File: config.mk
export PLATFORM = sky130hd
export DESIGN_NAME = bus_arbiter
export DESIGN_NICKNAME = d
export VERILOG_FILES = /design/src/rtl/cpu_bus_pkg.sv /design/src/rtl/bus_wait_timer.sv /design/src/rtl/bus_arbiter.sv
export SDC_FILE = /design/constraint.sdc
export NUM_CORES = 1
export LEC_CHECK = 0
export ABC_AREA = 1
export CAP_MARGIN = 20
export CORE_AREA = 2 2 204 206
export DETAILED_ROUTE_END_ITERATION = 7
export DIE_AREA = 0 0 206 208
export PLACE_DENSITY = 0.58
export SLEW_MARGIN = 20
export SYNTH_ARGS = -nofsm -noshare
export SYNTH_HDL_FRONTEND = slang
export SYNTH_SLANG_ARGS = --single-unit
File: constraint.sdc
create_clock -name CLK -period 2.8 [get_ports CLK]
set_clock_uncertainty 0.1 [all_clocks]
set_input_delay 0.42 -clock CLK [delete_from_list [all_inputs] [get_ports CLK]]
set_output_delay 0.42 -clock CLK [all_outputs]
set_load 0.005 [all_outputs]
File: src/rtl/cpu_bus_pkg.sv
// Shared definitions for the CPU-side bus arbiter: FSM state encoding,
// access size codes, grant identifiers and the default wait limit.
package cpu_bus_pkg;

  typedef logic [1:0] state_t;

  localparam state_t ST_IDLE  = 2'd0;
  localparam state_t ST_FETCH = 2'd1;
  localparam state_t ST_DATA  = 2'd2;

  // funct3-style size/sign codes carried on d_size and m_size
  localparam logic [2:0] SIZE_BYTE   = 3'b000;
  localparam logic [2:0] SIZE_HALF   = 3'b001;
  localparam logic [2:0] SIZE_WORD   = 3'b010;
  localparam logic [2:0] SIZE_DWORD  = 3'b011;
  localparam logic [2:0] SIZE_BYTEU  = 3'b100;
  localparam logic [2:0] SIZE_HALFU  = 3'b101;
  localparam logic [2:0] SIZE_WORDU  = 3'b110;

  typedef enum logic {
    GRANT_FETCH = 1'b0,
    GRANT_DATA  = 1'b1
  } grant_e;

  localparam int unsigned TIMEOUT_DEFAULT = 15;

endpackage

File: src/rtl/bus_wait_timer.sv
// Counts cycles a granted transaction waits for m_ready and flags the
// cycle in which the count would reach the limit.
module bus_wait_timer
  import cpu_bus_pkg::*;
#(
  parameter int unsigned TIMEOUT = TIMEOUT_DEFAULT
) (
  input  logic CLK,
  input  logic RESET,
  input  logic clear_i,
  input  logic inc_i,
  output logic expired_o
);

  localparam logic [3:0] LAST_WAIT = 4'(TIMEOUT - 1);

  logic [3:0] count_q;

  always_ff @(posedge CLK or negedge RESET) begin
    if (!RESET) begin
      count_q <= 4'd0;
    end else if (clear_i) begin
      count_q <= 4'd0;
    end else if (inc_i) begin
      count_q <= count_q + 4'd1;
    end
  end

  // Expires on the wait cycle that would bring the count up to TIMEOUT,
  // so exactly TIMEOUT unanswered cycles are tolerated.
  assign expired_o = inc_i && (count_q == LAST_WAIT);

endmodule

File: src/rtl/bus_arbiter.sv
// Serialises instruction-fetch and data requests onto a single memory port,
// round-robin on ties, with a bounded wait for the memory handshake.
module bus_arbiter
  import cpu_bus_pkg::*;
#(
  parameter int unsigned ADDR_W  = 64,
  parameter int unsigned DATA_W  = 64,
  parameter int unsigned TIMEOUT = TIMEOUT_DEFAULT
) (
  input  logic              CLK,
  input  logic              RESET,
  input  logic              f_req,
  input  logic [ADDR_W-1:0] f_addr,
  output logic [DATA_W-1:0] f_rdata,
  output logic              f_done,
  input  logic              d_req,
  input  logic              d_write,
  input  logic [ADDR_W-1:0] d_addr,
  input  logic [DATA_W-1:0] d_wdata,
  input  logic [2:0]        d_size,
  output logic [DATA_W-1:0] d_rdata,
  output logic              d_done,
  output logic              m_valid,
  output logic              m_write,
  output logic [ADDR_W-1:0] m_addr,
  output logic [DATA_W-1:0] m_wdata,
  output logic [2:0]        m_size,
  input  logic              m_ready,
  input  logic [DATA_W-1:0] m_rdata,
  output logic              stall_o,
  output logic              err
);

  state_t              state_q, state_d;
  grant_e              lastGrant_q, lastGrant_d;
  logic                mValid_q, mValid_d;
  logic                mWrite_q, mWrite_d;
  logic [ADDR_W-1:0]   mAddr_q, mAddr_d;
  logic [DATA_W-1:0]   mWdata_q, mWdata_d;
  logic [2:0]          mSize_q, mSize_d;
  logic [DATA_W-1:0]   fRdata_q, fRdata_d;
  logic [DATA_W-1:0]   dRdata_q, dRdata_d;
  logic                fDone_q, fDone_d;
  logic                dDone_q, dDone_d;
  logic                err_q, err_d;

  logic                fPending;
  logic                dPending;
  grant_e              grantSel;
  logic                timerClear;
  logic                timerInc;
  logic                timerExpired;

  // A request still high during its own done cycle is the old one being
  // released, so it only becomes eligible again one cycle later.
  assign fPending = f_req & ~fDone_q;
  assign dPending = d_req & ~dDone_q;

  always_comb begin
    grantSel = GRANT_FETCH;
    if (fPending && dPending) begin
      grantSel = (lastGrant_q == GRANT_FETCH) ? GRANT_DATA : GRANT_FETCH;
    end else if (dPending) begin
      grantSel = GRANT_DATA;
    end
  end

  bus_wait_timer #(
    .TIMEOUT (TIMEOUT)
  ) u_wait_timer (
    .CLK       (CLK),
    .RESET     (RESET),
    .clear_i   (timerClear),
    .inc_i     (timerInc),
    .expired_o (timerExpired)
  );

  always_comb begin
    state_d     = state_q;
    lastGrant_d = lastGrant_q;
    mValid_d    = mValid_q;
    mWrite_d    = mWrite_q;
    mAddr_d     = mAddr_q;
    mWdata_d    = mWdata_q;
    mSize_d     = mSize_q;
    fRdata_d    = fRdata_q;
    dRdata_d    = dRdata_q;
    fDone_d     = 1'b0;
    dDone_d     = 1'b0;
    err_d       = 1'b0;
    timerClear  = 1'b0;
    timerInc    = 1'b0;

    case (state_q)
      ST_IDLE: begin
        if (fPending || dPending) begin
          timerClear  = 1'b1;
          lastGrant_d = grantSel;
          mValid_d    = 1'b1;
          if (grantSel == GRANT_DATA) begin
            state_d  = ST_DATA;
            mWrite_d = d_write;
            mAddr_d  = d_addr;
            mWdata_d = d_wdata;
            mSize_d  = d_size;
          end else begin
            state_d  = ST_FETCH;
            mWrite_d = 1'b0;
            mAddr_d  = f_addr;
            mWdata_d = '0;
            mSize_d  = SIZE_DWORD;
          end
        end
      end

      ST_FETCH, ST_DATA: begin
        if (m_ready) begin
          mValid_d = 1'b0;
          state_d  = ST_IDLE;
          if (state_q == ST_FETCH) begin
            fRdata_d = m_rdata;
            fDone_d  = 1'b1;
          end else begin
            dRdata_d = mWrite_q ? '0 : m_rdata;
            dDone_d  = 1'b1;
          end
        end else begin
          timerInc = 1'b1;
          // Abort: complete the requester with an error and zero data.
          if (timerExpired) begin
            mValid_d = 1'b0;
            state_d  = ST_IDLE;
            err_d    = 1'b1;
            if (state_q == ST_FETCH) begin
              fRdata_d = '0;
              fDone_d  = 1'b1;
            end else begin
              dRdata_d = '0;
              dDone_d  = 1'b1;
            end
          end
        end
      end

      default: begin
        state_d  = ST_IDLE;
        mValid_d = 1'b0;
      end
    endcase
  end

  always_ff @(posedge CLK or negedge RESET) begin
    if (!RESET) begin
      state_q     <= ST_IDLE;
      lastGrant_q <= GRANT_FETCH;
      mValid_q    <= 1'b0;
      mWrite_q    <= 1'b0;
      mAddr_q     <= '0;
      mWdata_q    <= '0;
      mSize_q     <= 3'b000;
      fRdata_q    <= '0;
      dRdata_q    <= '0;
      fDone_q     <= 1'b0;
      dDone_q     <= 1'b0;
      err_q       <= 1'b0;
    end else begin
      state_q     <= state_d;
      lastGrant_q <= lastGrant_d;
      mValid_q    <= mValid_d;
      mWrite_q    <= mWrite_d;
      mAddr_q     <= mAddr_d;
      mWdata_q    <= mWdata_d;
      mSize_q     <= mSize_d;
      fRdata_q    <= fRdata_d;
      dRdata_q    <= dRdata_d;
      fDone_q     <= fDone_d;
      dDone_q     <= dDone_d;
      err_q       <= err_d;
    end
  end

  assign m_valid = mValid_q;
  assign m_write = mWrite_q;
  assign m_addr  = mAddr_q;
  assign m_wdata = mWdata_q;
  assign m_size  = mSize_q;
  assign f_rdata = fRdata_q;
  assign d_rdata = dRdata_q;
  assign f_done  = fDone_q;
  assign d_done  = dDone_q;
  assign err     = err_q;

  assign stall_o = (f_req & ~fDone_q) | (d_req & ~dDone_q);

endmodule

======== Word-level counts from Yosys, hierarchy flattened ========
Cells that the tools add are included.
Widths: inputs -> output; s select.
operators by class
  bitwise logic cells ..................... 6
  mux-type cells .......................... 42
  reduce and logical (&&, ||, !) cells .... 11
  $add $sub $neg .......................... 1
  equality and inequality tests ........... 5
operators by type and width
  operator             number
  $mux 64              11
  $mux 1               22
  $mux 2               4
  $mux 4               2
  $reduce_and 3->1     2
  $add 4x1->4 const B  1
  $eq 4x4->1 const B   1
  $pmux 2 s2           1
  $reduce_and 2->1     2
  $reduce_bool 2->1    2
  $mux 3               1
  $ne 3x3->1 const B   1
  $not 1->1            3
  $and 1x1->1          2
  $eq 2x1->1 const B   1
  $eq 2x2->1 const B   1
  $logic_and 1x1->1    2
  $logic_not 2->1      1
  $ne 2x2->1 const B   1
  $pmux 1 s2           1
  $reduce_or 2->1      1
  $logic_or 1x1->1     1
  $or 1x1->1           1
word-level totals
  output and inout bits ................... 265
  register bits ........................... 271

======== Depth between registers and ports, before layout ========
Gate-level depths: netlist (run 1).
  depth in word-level cells ............... 7
  gate-level depth with buffers ........... 9

======== Cells and area by module ========
Synthesis (run 1) repeated with hierarchy kept, for this count alone.
unflattened totals
  cell total of the unflattened synthesis .. 1530
  area, all modules ....................... 12102.9 sq um
modules (own cells, without submodules)
  module          sequential area each (sq um)  cells an instance  times used  area an instance (sq um)
  bus_arbiter     6681.4                        1503               1           11881.4
  bus_wait_timer  100.1                         27                 1           221.5

======== Worst setup path after synthesis (run 1) ========
Ideal clock, no wire load.
  path type ............................... register to register
  from .................................... register state_q[0]
  to ...................................... register fRdata_q[54], in the netlist f_rdata[54]
  cell stages (with the launch flop) ...... 7
  clock period less this slack ............ 1.561 ns
  arrival time ............................ 1.394 ns
  buffers on the path ..................... 2
  data required time ...................... 2.633 ns
  setup slack ............................. 1.239 ns
  cells stage by stage .................... dfrtp_1 inv_1 ha_1 clkbuf_1 clkbuf_1 nand4_1 nand2_1
between the ends
  cells in the longest elaborated chain, start to end .. 6
  elaborated cells between the ends (all ways) .. 7
  those cells by class .................... eq/ne (2); mux (1); reduce/logical (4)
ends and longest elaborated chain
  item                                             RTL line                                                   RTL
  from (decl)                                      bus_arbiter.sv:34                                          state_t state_q, state_d;
  from (signal assigned)                           bus_arbiter.sv:167                                         state_q <= state_d;
  $eq 2x1->1 / $eq 2x2->1 (equally long branches)  bus_arbiter.sv:94, bus_arbiter.sv:120, bus_arbiter.sv:134
  $reduce_or 2->1                                  bus_arbiter.sv:94                                          case (state_q)
  $mux 1                                           bus_arbiter.sv:94
  $logic_and 1x1->1                                bus_wait_timer.sv:31                                       assign expired_o = inc_i && (count_q == LAST_WAIT);
  $reduce_bool 2->1 (no line)                      --
  $reduce_and 3->1 (no line) (*)                   --
  to (signal assigned)                             bus_arbiter.sv:174                                         fRdata_q <= fRdata_d;
  to (decl)                                        bus_arbiter.sv:41                                          logic [DATA_W-1:0] fRdata_q, fRdata_d;
Mark *: on every way between the ends. The rest lies on a longest branch, timed or not.
A chain may end at the register's enable or synchronous reset.

======== Worst setup path in the final report (run 1) ========
  from .................................... register dDone_q, in the netlist d_done
  to ...................................... output stall_o
between the ends
  cells in the longest elaborated chain, start to end .. 3
ends and longest elaborated chain
  item                    RTL line            RTL
  from (decl)             bus_arbiter.sv:44   logic dDone_q, dDone_d;
  from (signal assigned)  bus_arbiter.sv:177  dDone_q <= dDone_d;
  $not 1->1               bus_arbiter.sv:193  assign stall_o = (f_req & ~fDone_q) | (d_req & ~dDone_q);
  $and 1x1->1             bus_arbiter.sv:193
  $or 1x1->1              bus_arbiter.sv:193
  to (decl)               bus_arbiter.sv:30   output logic stall_o,
No other way between the ends.

==> results of run 1 <==
[placed cells by master (no fill, tap or decap)]
| cell type | instances |
|---|---|
| dlygate4sd3_1 | 1 |
| ha_2 | 2 |
| ha_1 | 2 |
| nand2_4 | 1 |
| bufinv_16 | 2 |
| nand2_2 | 3 |
| inv_1 | 24 |
| buf_12 | 9 |
| a21oi_1 | 1 |
| nand2_1 | 838 |
| nand3_2 | 2 |
| nor2_4 | 1 |
| a21oi_4 | 1 |
| clkbuf_16 | 35 |
| inv_2 | 3 |
| buf_4 | 21 |
| buf_8 | 1 |
| clkinvlp_4 | 2 |
| clkinv_2 | 5 |
| nand4_1 | 65 |
| diode_2 | 1 |
| o21ai_0 | 4 |
| clkbuf_8 | 8 |
| dfrtp_1 | 270 |
| inv_6 | 1 |
| nand3b_1 | 10 |
| dfrtp_2 | 1 |
| nor2_1 | 72 |
| nand3_1 | 135 |
| clkdlybuf4s50_1 | 527 |
| clkbuf_1 | 6 |
[worst max-delay path, stage by stage (launching register included)]
cell and delay (ps):
dfrtp_1 460, inv_1 90, nand2_1 70, nand2_1 130, clkdlybuf4s50_1 530
[metrics by stage]
stage | worst slack [ps] | utilization, % | std cells
6_report | 485 | 46.9 | 2586
5_1_grt | 428 | 46.9 | 2586
4_1_cts | 452 | 46.9 | 2585
3_5_place_dp | 504 | 44.2 | 2525
3_3_place_gp | 521 | 44.2 | 2525
2_1_floorplan | 1240 | - | 1548
[flip-flops by register name, summed over array words and instances (netlist names)]
name / cells
m_wdata: 64
lastGrant_q: 1
m_size: 3
err: 1
f_done: 1
u_wait_timer.count_q: 4
d_rdata: 64
d_done: 1
m_addr: 64
m_write: 1
state_q: 2
m_valid: 1
f_rdata: 64
[layer usage]
metal	global-route usage [%]	up-vias	part of all wire, %
met5	0	-	0
met4	7.09	0	2.8
met1	26.7	5656	40
li1	-	5812	-
met3	7.19	72	9.3
met2	35.4	461	48
[kinds of logic after synthesis]
| group | Yosys count |
|---|---|
| flip-flops | 271 |
| AND/OR/NAND/NOR | 1127 |
| adder cells (fa/ha/maj) | 4 |
| AO/OA/AOI/OAI | 6 |
| buffers and inverters | 140 |
[area by class of cell]
type,instances,area (sq um),area share (%)
inverters,27,101,0.532
repair buffers,559,5640,29.6
multi-input cells,1137,4730,24.8
clock buffers,49,1010,5.30
clock inverters,10,109,0.572
diodes,1,2.50,0.0131
well taps,532,666,3.50
flip-flops and latches,271,6780,35.6
[timing repair]
action,in CTS,in global routing
endpoints found under the setup margin,0,0
hold buffers,1,0
resized for setup,0,0
endpoints found under the hold margin,75,0
[power by group]
part           switching [mW]  internal [mW]
clock network            1.72           2.68
registers               0.928           5.54
logic                    4.47           4.18
[synthesized netlist by cell type (4+ instances only)]
library cell / count / area (sq um)
nand4_1: 65 / 407
nor2_1: 72 / 270
nand2_1: 842 / 3160
nand3b_1: 10 / 75.1
clkbuf_1: 39 / 146
o21ai_0: 4 / 20.0
nand3_1: 136 / 681
buf_6: 12 / 135
dfrtp_1: 271 / 6780
buf_2: 45 / 225
buf_4: 13 / 97.6
buf_1: 4 / 15.0
ha_1: 4 / 50.1
inv_1: 25 / 93.8
[worst paths after layout]
kind	startpoint	endpoint	slack, ps
worst max-delay path	d_done	stall_o	490
min in group asynchronous	RESET	f_rdata[52]	350
max in group asynchronous	RESET	m_addr[44]	1390
worst min register to register	d_rdata[12]	d_rdata[12]	370
worst max register to register	u_wait_timer.count_q[0]	d_rdata[6]	740
worst min-delay path	m_ready	f_rdata[6]	320
==> results.cfg, run 1 <==
[floorplan]
design.core.area_sq_mm = 0.0406
die_area_sq_mm = 0.0428
num_io_pins = 530
initial_core_util_pct = 30.1
rows = 74
die_h_um = 208
chipWidth_um = 206

[clocking]
clk_pin_slew_ps = 60
cts.sinks = 271
clock_latency_ps = 520
cts_tree = built
htreeDepth = 2
post_cts_buffers = 0
cts_buffer_depth = 3
numCtsBuffers = 34
root_buffer = clkbuf_16

[finish]
fin_area_sq_mm = 0.0190
synthToLayoutAreaGrowth_pct = 56.1
drive_gt1_share_pct = 4.77
fillerInstances = 4041
nets = 2299

[flow_run]
cap_violations = 0

[logic_synthesis]
synthXorXnorAreaFrac_pct = 0
synthMuxAreaShare_pct = 0
synth_compound_area_share_pct = 0.277
synth.avg_cell_area_sq_um = 7.88
seq_area_frac_synth_pct = 55.6
synth_cell_type_count = 19
synth-simple-area-share_pct = 37.8
syn_area_sq_mm = 0.0122
synth_ff_type = dfrtp_1
synth-edff-count = 0
ys_ff_latch = 271
ys_warn_count = 0
synth_cells = 1548
async_reset_ff_share_pct = 100
synth_top_family_by_area = simple AND/OR/NAND/NOR gates
synth_nets = 1817
synth_fa_ha_area_share_pct = 0.410

[routing]
drt_iter0_drc = 811
drtAntennaViolNets = 0
drt-wirelength-per-cell_um = 18.2
routed_wl_um = 47100
drt_drc_violations_left = 0
drt_first_pass_iters = 5
vias = 12001
vias_per_cell = 4.64

[global_route]
grt_start_max_net_pins = 83
gr-total-overflow = 0
antenna_found_initial = 1
grt_use_total_pct = 21.6
grt_pass1_vias = 12027
grt_first_pass_wirelength_um = 71900

[sta]
hold-worst-slack_ps = 318
relSlewSlack_pct = 45.6
setup_viol = 0
finalMaxSlewViolations = 0
tightestPinTransition_ps = 816
period_minus_slack_ps = 2310
rsz0062_at_grt = no
clock.fmax_ghz = 0.432
fin_crit_sh_pct = 82.7
final_hold_viol_count = 0
fin_setup_tns_ps = 0

[setup_path]
cp-end-kind = output pin
cp_max_fo = 3
critPathArrivalTime_ps = 1790
ff2ff_path_depth = 7
crit_type = reg -> out
cp_data_required_time_ps = 2280
start_kind = flip-flop

[place]
port_buffers = 529
routabilityCongestion = 0.855
placed_area_sq_mm = 0.0179
dpl.hpwl_um = 32900

[min_path]
min_path_type = in -> reg
whs_path_depth = 6

[outcome]
status = complete, no violations

[pwr]
power_density_mw_per_mm2 = 1030
power.total_mw = 19.5
p_leak_nw = 9.46
peakVddDrop_mv = 0.588
Note: power is estimated with default switching activity, not from simulation.
==> run 2: changes to the inputs <==
- CORE_AREA: 2 2 204 206 -> 2 2 205 207
- DIE_AREA: 0 0 206 208 -> 0 0 207 209
- clock period: 2.8 -> 2.15 ns (I/O delays scaled with it)
==> run 2 against run 1 <==
- worst setup slack worse by 330 ps
- flip-flop and latch count stayed put
- hold slack worse by 270 ps
- clock power is 20% higher
- critical path type unchanged
- critical endpoint is now d_done
- largest power group unchanged
==> results.cfg, run 2 (synthesis gave the netlist of run 1 again) <==
[outcome]
status = complete, no violations

[clocking]
clock_latency_ps = 560
numCtsBuffers = 31
root_buffer = clkbuf_16
cts.sinks = 271
cts_tree = built
clk_pin_slew_ps = 60
cts_buffer_depth = 3
htreeDepth = 1

[sta]
relSlewSlack_pct = 55.1
setup_viol = 0
fin_crit_sh_pct = 92.9
final_hold_viol_count = 0
rsz0062_at_grt = no
fin_setup_tns_ps = 0
period_minus_slack_ps = 2000
clock.fmax_ghz = 0.500
finalMaxSlewViolations = 0
tightestPinTransition_ps = 674

[min_path]
min_path_type = in -> reg
whs_path_depth = 4
min_from = m_ready
whs_endpoint = u_wait_timer.count_q[2]

[setup_path]
timing.rr.start = u_wait_timer.count_q[0]
cp_cell_sequence = buf_4 -> clkdlybuf4s50_1
start_kind = flip-flop
path_buf_inv = 2
ff2ff_path_depth = 8
critPathArrivalTime_ps = 1580
cpPeakStageDelay_ps = 510
cp_slowest_cell = clkdlybuf4s50_1
crit_type = reg -> out
cp-end-kind = output pin
critical_path.reg2reg.endpoint = d_rdata[31]
cp_data_required_time_ps = 1730
crit_family = buffers and inverters
cp_max_fo = 2
r2r_setup_slack_ps = 230

[global_route]
gr-total-overflow = 0
grt_first_pass_wirelength_um = 72700
grt_use_total_pct = 21.1
grt_start_max_net_pins = 106
grt_pass1_vias = 12145
antenna_found_initial = 2

[pwr]
power_density_mw_per_mm2 = 1320
p_leak_nw = 9.61
peakVddDrop_mv = 0.947

[routing]
drt_drc_violations_left = 0
routed_wl_um = 46500
drtAntennaViolNets = 0
drt-wirelength-per-cell_um = 17.8
drt_first_pass_iters = 5
vias_per_cell = 4.63
drt_iter0_drc = 731
vias = 12108

[finish]
final_cells = 2613
synthToLayoutAreaGrowth_pct = 58.2
drive_gt1_share_pct = 5.89
final_common_cell = nand2_1
nets = 2320
layout_common_cells = nand2_1, clkdlybuf4s50_1, dfrtp_1, nand3_1, nor2_1

[floorplan]
initial_core_util_pct = 29.5
rows = 75
chipWidth_um = 207
design.core.area_sq_mm = 0.0413
die_h_um = 209
num_io_pins = 530
die_area_sq_mm = 0.0433

[place]
dpl.hpwl_um = 33300
port_buffers = 529
routabilityCongestion = 0.890
placedCellCount = 2555

[flow_run]
cap_violations = 0
run 2: changes by cell type in the layout (fill, tap and decap cells not counted), sizes merged:
cell / before / now
clkbuf: 49 / 44
buf: 31 / 55
clkinv: 5 / 8
dlygate4sd2: 0 / 1
diode: 1 / 2
bufinv: 2 / 1
clkdlybuf4s50: 527 / 526
clkinvlp: 2 / 0
run 2: final cells by class:
class | count | area, sq um
Multi-Input combinational cell | 1137 | 4730
Sequential cell | 271 | 6780
Clock inverter | 10 | 78.8
Timing Repair Buffer | 583 | 5980
Clock buffer | 44 | 935
Fill cell | 4086 | 22000
Antenna cell | 2 | 5.00
Tap cell | 539 | 674
Inverter | 27 | 101
run 2: worst max path at each step:
stage	from	to	slack (ps)	depth (start not counted)
floorplan	state_q[0]	f_rdata[54]	590	6
global placement	d_req	stall_o	130	4
detailed placement	d_req	stall_o	140	4
CTS	m_valid	m_valid	90	1
global route	u_wait_timer.count_q[0]	d_rdata[47]	50	7
finish	d_done	d_done	150	2
run 2: power breakdown:
part	switching (mW)	internal [mW]	total (mW)	leakage [nW]
sequential	1.19	7.22	8.41	3.48
combinational	5.90	5.80	11.7	5.62
clock	2.17	3.11	5.28	0.513
run 2: through the flow:
stage / instance area, sq um / setup WS (ps) / util [%] / power [mW] / hold slack (ps)
global route: 19300 / 49.9 / 46.7 / 27.1 / 68.1
detailed placement: 18300 / 136 / 44.2 / 20.3 / 277
floorplan: 12200 / 589 / - / 13.2 / -73.1
global placement: 18300 / 131 / 44.2 / 20.2 / 271
finish: 19300 / 152 / 46.7 / 25.4 / 51.9
CTS: 19300 / 90.3 / 46.7 / 25.8 / 23.3
run 2: metal layers:
metal  GRT usage (%)  routed length (um)
met5               0                   0
met4            4.19                 645
met3            5.83                3680
met2            36.5               23000
met1            26.3               19100
run 2: worst reg2reg max path, stage by stage, from the launching register on:
cell	delay, ps
dfrtp_1	410
inv_1	110
ha_1	170
nand3_1	150
a21oi_4	290
nand2_2	220
buf_12	230
nand2_1	100
nand2_1	50
run 2: what timing repair did:
item | in CTS | in global routing
endpoints found under the hold margin | 54 | 0
endpoints found under the setup margin | 1 | 0
hold buffers | 1 | 0
buffers inserted | 1 | 0
resized for setup | 2 | 0
==> run 3: changes to the inputs <==
- CORE_AREA: 2 2 205 207 -> 3 3 206 208
- DIE_AREA: 0 0 207 209 -> 0 0 209 211
==> run 3 against run 2 <==
- hold slack better by 36 ps
- register-to-register slack better by 40 ps
- cell area increased by 0.29%
- worst setup slack better by 29 ps
- largest cell class unchanged
- largest power group unchanged
- highest routed layer is now met5
==> results.cfg, run 3 (synthesis gave the netlist of run 1 again) <==
[setup_path]
start_kind = flip-flop
critPathArrivalTime_ps = 1550
crit_type = reg -> out
timing.rr.start = u_wait_timer.count_q[0]
cp_data_required_time_ps = 1730
cp-startpoint = d_done
cp_max_fo = 2
cp-end-kind = output pin

[outcome]
status = complete, no violations

[sta]
fin_crit_sh_pct = 91.6
period_minus_slack_ps = 1970
hold-worst-slack_ps = 87.9
rsz0062_at_grt = no
finalMaxSlewViolations = 0
tightestPinTransition_ps = 636
clock.fmax_ghz = 0.508
relSlewSlack_pct = 57.6
fin_setup_tns_ps = 0
setup_viol = 0
final_hold_viol_count = 0

[floorplan]
die_h_um = 211
design.core.area_sq_mm = 0.0407
num_io_pins = 530
chipWidth_um = 209
initial_core_util_pct = 29.9
rows = 74
die_area_sq_mm = 0.0441

[place]
placedCellCount = 2538
placed_area_sq_mm = 0.0182
dpl.hpwl_um = 33600
routabilityCongestion = 0.861
port_buffers = 529

[finish]
synthToLayoutAreaGrowth_pct = 58.6
fillerInstances = 4044
nets = 2313
seqCellArea_sq_mm = 0.00678
fin_area_sq_mm = 0.0193
final_cells = 2601
multi_input_area_sq_mm = 0.00473
drive_gt1_share_pct = 5.42
final_common_cell = nand2_1
layout_common_cells = nand2_1, clkdlybuf4s50_1, dfrtp_1, nand3_1, nor2_1

[global_route]
grt_pass1_vias = 12042
grt_first_pass_wirelength_um = 72800
antenna_found_initial = 4
grt_use_total_pct = 20.8
grt_start_max_net_pins = 129
gr-total-overflow = 0

[routing]
drt-wirelength-per-cell_um = 18.2
vias_per_cell = 4.67
drtAntennaViolNets = 0
drt_first_pass_iters = 5
drt_drc_violations_left = 0
drt_iter0_drc = 795
vias = 12136
routed_wl_um = 47300

[flow_run]
cap_violations = 0

[pwr]
power.total_mw = 26.0
power_density_mw_per_mm2 = 1340
peakVddDrop_mv = 0.678
p_leak_nw = 9.61

[min_path]
min_from = m_ready
min_path_type = in -> reg

[clocking]
htreeDepth = 2
clk_pin_slew_ps = 60
clock_latency_ps = 530
root_buffer = clkbuf_16
cts_tree = built
numCtsBuffers = 34
cts.sinks = 271
cts_buffer_depth = 3
## run 3: path summary, 6_finish.rpt
check / end / slack (ps) / depth (start not counted)
max in group asynchronous: f_rdata[5] / 1110 / 3
setup / recovery: d_done / 180 / 2
hold reg to reg: f_rdata[56] / 360 / 2
hold / removal: u_wait_timer.count_q[2] / 90 / 4
setup reg to reg: f_rdata[60] / 270 / 8
min in group asynchronous: d_rdata[63] / 200 / 2
## run 3: metal layers
layer	global-route usage (%)	share of wire, %	vias up
li1	-	-	5852
met1	26.9	42	5751
met2	34.1	48	476
met3	6.67	8.7	55
met4	4.97	1.9	2
met5	0	0.027	-
## run 3: final cells by class
| type | count | share of cell area (%) |
|---|---|---|
| Inverter | 27 | 0.524 |
| Timing Repair Buffer | 573 | 30.5 |
| Clock buffer | 48 | 5.26 |
| Sequential cell | 271 | 35.1 |
| Tap cell | 532 | 3.44 |
| Antenna cell | 3 | 0.0388 |
| Multi-Input combinational cell | 1137 | 24.5 |
| Clock inverter | 10 | 0.679 |
## run 3: power by group
part | internal (mW) | switching (mW)
clock | 3.65 | 2.24
sequential | 7.22 | 1.20
combinational | 5.81 | 5.89
## run 3: stage by stage
stage                     util, %  worst slack, ps
after floorplan                 -              589
after global placement       44.6              159
after detailed placement     44.6              114
after CTS                    47.5             11.0
after global routing         47.5              105
final                        47.5              181
## run 3: critical path: stages (launching register included)
cell	delay [ps]
dfrtp_2	380
buf_4	150
clkdlybuf4s50_1	500
## run 3: timing repair
item | CTS | global route
setup buffers | 1 | 0
resized for setup | 1 | 1
endpoints found under the hold margin | 71 | 0
hold buffers | 1 | 0
endpoints found under the setup margin | 1 | 1
